<file path="src/rtl/Datapath_pkg.sv">
// ----------------------------------------------------------------------------
// Datapath_pkg
// Mux-select encodings and ALU operation codes of the multi-cycle datapath.
// The select encodings match the 2-bit control fields issued by ControlFSM.
// ----------------------------------------------------------------------------
package Datapath_pkg;

    // Result mux: 2'b11 behaves like RES_ALURESULT.
    typedef enum logic [1:0] {
        RES_ALUOUT    = 2'b00,
        RES_DATA      = 2'b01,
        RES_ALURESULT = 2'b10
    } ResultSrc_t;

    typedef enum logic [1:0] {
        SRCA_PC    = 2'b00,
        SRCA_OLDPC = 2'b01,
        SRCA_A     = 2'b10,
        SRCA_ZERO  = 2'b11
    } ALUSrcA_t;

    typedef enum logic [1:0] {
        SRCB_B    = 2'b00,
        SRCB_IMM  = 2'b01,
        SRCB_FOUR = 2'b10,
        SRCB_ZERO = 2'b11
    } ALUSrcB_t;

    typedef enum logic [1:0] {
        IMM_I = 2'b00,
        IMM_S = 2'b01,
        IMM_B = 2'b10,
        IMM_J = 2'b11
    } ImmSrc_t;

    typedef enum logic [2:0] {
        ALU_ADD = 3'd0,
        ALU_SUB = 3'd1,
        ALU_AND = 3'd2,
        ALU_OR  = 3'd3,
        ALU_SLT = 3'd4
    } ALUCtrl_t;

    // ALUOp field from the controller.
    localparam logic [1:0] ALUOP_ADD   = 2'b00;
    localparam logic [1:0] ALUOP_SUB   = 2'b01;
    localparam logic [1:0] ALUOP_FUNCT = 2'b10;

endpackage

</file>
<file path="src/rtl/OpCode_pkg.sv">
// ----------------------------------------------------------------------------
// OpCode_pkg
// Shared RV32I major-opcode encodings (IR[6:0]) used by the controller and
// the multi-cycle datapath.
// ----------------------------------------------------------------------------
package OpCode_pkg;

    typedef enum logic [6:0] {
        OP_LW    = 7'b0000011,
        OP_ITYPE = 7'b0010011,
        OP_SW    = 7'b0100011,
        OP_RTYPE = 7'b0110011,
        OP_BEQ   = 7'b1100011,
        OP_JAL   = 7'b1101111
    } OpCode_t;

endpackage

</file>
<file path="src/rtl/reg_file.sv">
// ----------------------------------------------------------------------------
// reg_file
// 32 x 32-bit register file, two asynchronous read ports, one synchronous
// write port. x0 is hardwired to zero: writes to it are dropped and reads
// of it return 0. Every entry clears on reset.
//
// Ports:
//   i_Clk, i_Reset   clock, asynchronous active-high reset
//   we               write enable
//   a1, a2           read addresses        -> rd1, rd2
//   a3, wd3          write address / data
// ----------------------------------------------------------------------------
module reg_file (
    input  logic        i_Clk,
    input  logic        i_Reset,
    input  logic        we,
    input  logic [4:0]  a1,
    input  logic [4:0]  a2,
    input  logic [4:0]  a3,
    input  logic [31:0] wd3,
    output logic [31:0] rd1,
    output logic [31:0] rd2
);

    logic [31:0] regs [32];

    // NOTE: resetting the whole array makes it plain flops rather than a RAM
    // macro; that is what lets a reset wipe every architectural register.
    always_ff @(posedge i_Clk or posedge i_Reset) begin
        if (i_Reset) begin
            for (int i = 0; i < 32; i++) begin
                regs[i] <= '0;
            end
        end else if (we && (a3 != 5'd0)) begin
            regs[a3] <= wd3;
        end
    end

    assign rd1 = (a1 == 5'd0) ? 32'd0 : regs[a1];
    assign rd2 = (a2 == 5'd0) ? 32'd0 : regs[a2];

endmodule

</file>
<file path="src/rtl/mc_datapath.sv">
// ----------------------------------------------------------------------------
// mc_datapath
// Multi-cycle RV32I datapath driven by the ControlFSM control word. Holds
// PC, OldPC, IR, Data, A, B, ALUOut, the register file and the ALU, and
// shares one memory port between instruction fetch and data access.
//
// Ports:
//   i_Clk, i_Reset                      clock, asynchronous active-high reset
//   i_Branch, i_PCUpdate, i_IRWrite,
//   i_MemWrite, i_RegWrite, i_AdrSrc    1-bit FSM controls
//   i_ResultSrc, i_ALUSrcA, i_ALUSrcB,
//   i_ALUOp                             2-bit FSM controls
//   i_MemRData                          memory read data (combinational)
//   o_MemAdr, o_MemWData, o_MemWE       memory address / store data / write
//   o_OpCode, o_Funct3, o_Funct7b5      IR fields back to the FSM
//   o_Zero                              ALU result == 0
//   o_PC                                current PC
// ----------------------------------------------------------------------------
module mc_datapath
    import OpCode_pkg::*;
    import Datapath_pkg::*;
#(
    parameter logic [31:0] RESET_PC = 32'h0000_0000
) (
    input  logic        i_Clk,
    input  logic        i_Reset,
    input  logic        i_Branch,
    input  logic        i_PCUpdate,
    input  logic        i_IRWrite,
    input  logic        i_MemWrite,
    input  logic        i_RegWrite,
    input  logic        i_AdrSrc,
    input  logic [1:0]  i_ResultSrc,
    input  logic [1:0]  i_ALUSrcA,
    input  logic [1:0]  i_ALUSrcB,
    input  logic [1:0]  i_ALUOp,
    input  logic [31:0] i_MemRData,
    output logic [31:0] o_MemAdr,
    output logic [31:0] o_MemWData,
    output logic        o_MemWE,
    output logic [6:0]  o_OpCode,
    output logic [2:0]  o_Funct3,
    output logic        o_Funct7b5,
    output logic        o_Zero,
    output logic [31:0] o_PC
);

    logic [31:0] pc, old_pc, ir, data, a_reg, b_reg, alu_out;
    logic [31:0] rd1, rd2, imm_ext, src_a, src_b, alu_result, result;
    logic        pc_write;
    ImmSrc_t     imm_src;
    ALUCtrl_t    alu_ctrl;
    OpCode_t     opcode;

    assign opcode = OpCode_t'(ir[6:0]);

    // ------------------------------------------------------------------
    // Immediate select and sign extension
    // ------------------------------------------------------------------
    // NOTE: every always_comb output gets a default before the case, so no
    // path leaves it unassigned and no latch is inferred.
    always_comb begin
        imm_src = IMM_I;
        case (opcode)
            OP_SW:   imm_src = IMM_S;
            OP_BEQ:  imm_src = IMM_B;
            OP_JAL:  imm_src = IMM_J;
            default: imm_src = IMM_I;
        endcase
    end

    always_comb begin
        imm_ext = {{20{ir[31]}}, ir[31:20]};
        case (imm_src)
            IMM_S:   imm_ext = {{20{ir[31]}}, ir[31:25], ir[11:7]};
            IMM_B:   imm_ext = {{20{ir[31]}}, ir[7], ir[30:25], ir[11:8], 1'b0};
            IMM_J:   imm_ext = {{12{ir[31]}}, ir[19:12], ir[20], ir[30:21], 1'b0};
            default: imm_ext = {{20{ir[31]}}, ir[31:20]};
        endcase
    end

    // ------------------------------------------------------------------
    // ALU decode: only R-type (op[5]=1) with funct7b5 selects subtract
    // under funct3 000; I-type add never becomes sub.
    // ------------------------------------------------------------------
    always_comb begin
        alu_ctrl = ALU_ADD;
        case (i_ALUOp)
            ALUOP_ADD: alu_ctrl = ALU_ADD;
            ALUOP_SUB: alu_ctrl = ALU_SUB;
            ALUOP_FUNCT: begin
                case (ir[14:12])
                    3'b000:  alu_ctrl = ({ir[5], ir[30]} == 2'b11) ? ALU_SUB : ALU_ADD;
                    3'b010:  alu_ctrl = ALU_SLT;
                    3'b110:  alu_ctrl = ALU_OR;
                    3'b111:  alu_ctrl = ALU_AND;
                    default: alu_ctrl = ALU_ADD;
                endcase
            end
            default: alu_ctrl = ALU_ADD;
        endcase
    end

    // ------------------------------------------------------------------
    // Operand muxes, ALU, result mux
    // ------------------------------------------------------------------
    always_comb begin
        src_a = pc;
        case (ALUSrcA_t'(i_ALUSrcA))
            SRCA_PC:    src_a = pc;
            SRCA_OLDPC: src_a = old_pc;
            SRCA_A:     src_a = a_reg;
            default:    src_a = 32'd0;
        endcase
    end

    always_comb begin
        src_b = b_reg;
        case (ALUSrcB_t'(i_ALUSrcB))
            SRCB_B:    src_b = b_reg;
            SRCB_IMM:  src_b = imm_ext;
            SRCB_FOUR: src_b = 32'd4;
            default:   src_b = 32'd0;
        endcase
    end

    always_comb begin
        alu_result = src_a + src_b;
        case (alu_ctrl)
            ALU_ADD: alu_result = src_a + src_b;
            ALU_SUB: alu_result = src_a - src_b;
            ALU_AND: alu_result = src_a & src_b;
            ALU_OR:  alu_result = src_a | src_b;
            ALU_SLT: alu_result = {31'd0, $signed(src_a) < $signed(src_b)};
            default: alu_result = src_a + src_b;
        endcase
    end

    always_comb begin
        result = alu_result;
        case (ResultSrc_t'(i_ResultSrc))
            RES_ALUOUT: result = alu_out;
            RES_DATA:   result = data;
            default:    result = alu_result;
        endcase
    end

    assign o_Zero   = (alu_result == 32'd0);
    assign pc_write = i_PCUpdate | (i_Branch & o_Zero);

    // ------------------------------------------------------------------
    // Architectural and inter-state registers
    // ------------------------------------------------------------------
    // NOTE: non-blocking assignments so every register samples the values
    // present before the edge, independent of statement order.
    always_ff @(posedge i_Clk or posedge i_Reset) begin
        if (i_Reset) begin
            pc      <= RESET_PC;
            old_pc  <= '0;
            ir      <= '0;
            data    <= '0;
            a_reg   <= '0;
            b_reg   <= '0;
            alu_out <= '0;
        end else begin
            if (pc_write) begin
                pc <= result;
            end
            if (i_IRWrite) begin
                ir     <= i_MemRData;
                old_pc <= pc;
            end
            data    <= i_MemRData;
            a_reg   <= rd1;
            b_reg   <= rd2;
            alu_out <= alu_result;
        end
    end

    reg_file u_rf (
        .i_Clk   (i_Clk),
        .i_Reset (i_Reset),
        .we      (i_RegWrite),
        .a1      (ir[19:15]),
        .a2      (ir[24:20]),
        .a3      (ir[11:7]),
        .wd3     (result),
        .rd1     (rd1),
        .rd2     (rd2)
    );

    assign o_MemAdr   = i_AdrSrc ? result : pc;
    assign o_MemWData = b_reg;
    assign o_MemWE    = i_MemWrite;
    assign o_OpCode   = ir[6:0];
    assign o_Funct3   = ir[14:12];
    assign o_Funct7b5 = ir[30];
    assign o_PC       = pc;

endmodule

</file>
<file path="config.mk">
export PLATFORM = sky130hd
export DESIGN_NAME = mc_datapath
export DESIGN_NICKNAME = d
export VERILOG_FILES = /design/src/rtl/Datapath_pkg.sv /design/src/rtl/OpCode_pkg.sv /design/src/rtl/reg_file.sv /design/src/rtl/mc_datapath.sv
export SDC_FILE = /design/constraint.sdc
export NUM_CORES = 2
export LEC_CHECK = 0
export CELL_PAD_IN_SITES_DETAIL_PLACEMENT = 0
export CELL_PAD_IN_SITES_GLOBAL_PLACEMENT = 1
export CORE_AREA = 2 2 365 367
export DETAILED_ROUTE_END_ITERATION = 7
export DIE_AREA = 0 0 367 369
export GPL_TIMING_DRIVEN = 1
export MAX_ROUTING_LAYER = met4
export PLACE_DENSITY = 0.91
export SYNTH_ARGS = -nofsm -noshare
export SYNTH_HDL_FRONTEND = slang
export SYNTH_SLANG_ARGS = --single-unit
</file>
<file path="constraint.sdc">
create_clock -name i_Clk -period 52.7 [get_ports i_Clk]
set_clock_uncertainty 0.1 [all_clocks]
set_input_delay 10.54 -clock i_Clk [delete_from_list [all_inputs] [get_ports i_Clk]]
set_output_delay 10.54 -clock i_Clk [all_outputs]
set_load 0.02 [all_outputs]
</file>
==> summary.md <==
| Metric | Value |
|---|---|
| Critical Path RT | 42060 ps |
| Hold WS | 300 ps |
| Crit-path cells | clkdlybuf4s50_1, buf_4, nor2b_2, buf_4, a21o_1, ha_1, nor2b_1, a2111oi_0, a2111oi_0, nor3_1, xnor2_1, o221ai_1, a2111o_1, or4_1, nor4_1, and4b_1, and3b_1, clkdlybuf4s50_1 |
| Starting Density | 50.8% |
| Final Hold Fails | 0 |
| Final Cycle Share | 53.3% |
| H-tree depth | 4 |
| Ports | 157 |
| Layout Cells excl Fill | 7850 |
| Die area | 135000 um2 |
| Leakage | 32.4 nW |
| Worst slew margin | 22.1% |
| # port buffers | 154 |
| GPL Wtd Cong | 0.994 |
| First-pass GRT wire length | 347 mm |
| Hold Crit Depth | 0 |
| Fill cells | 10.9k |
| Area grow syn2layout | 10.6% |
| Commonest non-fill, non-tap cell in the layout | dfrtp_1 |
| Maximum clock path buffer count | 3 |
| Worst path max stage delay | 810 ps |
| Total gr overflow | 0 |
| Final setup fails | 0 |
| CTS root buffer | clkbuf_16 |
| First-pass DRT Iterations | 6 |
| Most frequent cells in the layout | dfrtp_1 (1238), nand2_1 (1070), o21ai_0 (1039) |
| Routed Antenna Nets | 0 |
| Register area | 31300 um2 |
| Cell Area, Synth | 66700 um2 |
| Startpoint types | input port |
| Max reg flops | 1024 |
| Total Routed Length | 235 mm |
| Synth Net Count | 6326 |
| Die width | 367 um |
| # hold bufs at CTS | 0 |
| Worst-skew pair later-pin latency | 800 ps |
| DR WL/cell | 29.9 um |
| Area share of the largest cell type after synthesis | 46.8% |
| Setup TNS | 0 ps |
| Iteration-0 DRC Markers | 6158 |
| # rows | 133 |
| Synth top area cells | dfrtp_1 (47%), mux4_2 (17%), o21ai_0 (7.8%) |
| Vias per cell | 6.63 |
| Largest net degree at the start of global routing | 175 |
| Levels on crit path | 18 |
| Core area | 131000 um2 |
| Async SR Flop Fraction | 100% |
| Largest vdd supply drop | 0.0388 mV |
| Vias | 52.1k |
| Max FO, Critical Path | 33 |
| CTS buffer count | 131 |
| Vias in the first global route | 51.9k |
| Biggest register | u_rf.regs |
| CP bufs+invs | 4 |
| Slowest CP cell | a2111oi_0 |
| Synth cell types | 82 |
| Cell count of the worst reg-to-reg path | 21 |
| CTS tree | yes |
| Worst Setup End Kind | primary output |
| Largest delay share family, worst path | simple AND/OR/NAND/NOR gates |
| Critical R2R Capture | o_PC[12] |
| GRT Overall Usage | 35.9% |
| R2R setup slack | 45500 ps |
| PwrDens | 52.2 nW/um2 |
| Fmax | 35.6 MHz |
| Placed instance count | 7607 |
| Slew @ Worst Pin | 1170 ps |
| Synthesized flop and latch total | 1248 |
| Sink Count | 1248 |
| Ys flop type | dfrtp_1 |
| DIE HEIGHT | 369 um |
| Number of synthesized flops with an enable pin | 0 |
| Post-CTS Setup Inserts | 0 |
| Detailed Place HPWL | 143 mm |
| Hold path start | u_rf.regs[1006] |
| Share of the yosys chip area belonging to registers | 46.8% |
| Crit path kind | input port to primary output |
| Status | finished, final reports clean |
| Post-CTS sizing | 0 |
| Final Critical Period | 28080 ps |
| Antenna violations before repair | 6 |
| Multi-input gate area | 32800 um2 |
| Share of cells above drive strength 1 | 17.9% |
| RSZ-0062 raised after global routing | no |
| Drt drc | 0 |
| Average size of a mapped cell | 10.8 um2 |
| Clock-pin slew on the worst setup and hold paths | 60 ps |
| Synth Instances | 6178 |
| Hold WC Path Type | flop to flop |
| WHS Endpoint | u_rf.regs[1006] |
| R2r startpoint | ir[4] |
| Arrival time worst endpoint | 17440 ps |
| Final net count | 6133 |
| Pins Over Slew Limit | 0 |
| Area leader, netlist | dfrtp_1 |
| Max-cap viol count | 0 |
| Yosys warning total | 0 |
[per-stage QoR]
stage / area (um2) / utilization (%) / worst slack (ps) / power [W]
after global routing: 73700 / 56.2 / 24410 / 0.00403
after detailed placement: 69300 / 52.9 / 24720 / 0.00287
after global placement: 69300 / 52.9 / 24730 / 0.00282
after CTS: 73700 / 56.2 / 24670 / 0.00383
after floorplan: 66700 / - / 6890 / 0.00239
final: 73700 / 56.2 / 24620 / 0.00385
[kinds of logic (layout without fill, tap and decap cells)]
kind of cell	Yosys count	after routing	share of synthesized area (%)
other	0	7	0
muxes	920	920	23.4
buffers and inverters	762	672	4.41
DFF	1248	1248	46.8
AOI/OAI and AO/OA	1614	1614	14.0
and+or+nand+nor	1524	1524	9.30
adders and majority gates	100	100	1.90
xor gates and xnor gates	10	10	0.131
[metal layers]
layer,part of all wire (%),GRT usage [%],vias up
li1,-,-,21900
met1,37,44.7,26400
met2,46,54.1,3004
met3,10,8.33,794
met4,6.5,20.5,0
met5,0,-,-
[final cells by class]
cell class / instances / area share (%)
multi-input combinational: 4168 / 44.4
antenna: 7 / 0.0238
timing repair buffer: 299 / 3.55
sequential: 1248 / 42.4
clock buffer: 195 / 5.18
inverter: 137 / 0.708
clock inverter: 41 / 0.752
tap: 1755 / 2.98
[worst max path at each step]
stage                  from        to
6_report       i_ALUSrcA[1]    o_Zero
5_1_grt        i_ALUSrcA[1]    o_Zero
4_1_cts        i_ALUSrcA[1]    o_Zero
3_5_place_dp   i_ALUSrcA[1]    o_Zero
3_3_place_gp   i_ALUSrcA[1]    o_Zero
2_1_floorplan       i_Reset  a_reg[0]
[worst register-to-register path, cell delays in order, from the launching register on]
cell and delay [ps]:
dfrtp_1 390, nand4b_1 250, nor2_1 900, nor2_1 120, a21oi_1 310, a211oi_1 180
ha_1 290, inv_1 100, fa_1 240, nor2_1 100, o311a_1 330, o21ai_0 440
a21oi_1 130, o21ai_0 180, o221ai_1 260, or4_1 620, or4_1 630, nor4_1 450
and4b_1 350, a31oi_4 100, buf_4 310, mux2i_1 350
[power breakdown]
group          internal [W]  leakage [nW]  switching, W
combinational      0.000582          14.0      0.000725
sequential          0.00130          16.3      0.000295
clock              0.000542          2.14      0.000409
[cell usage after synthesis (all sizes together), types with 29 or more instances]
cell type,n
o21ai,1045
ha,98
nand2,1103
inv,137
nor2,231
o221ai,43
nor3,38
o22ai,63
a21oi,166
mux2i,292
mux4,500
a221oi,48
buf,102
mux2,128
clkbuf,523
dfrtp,1248
a21o,57
nand2b,29
Note: power is estimated with default switching activity, not from simulation.
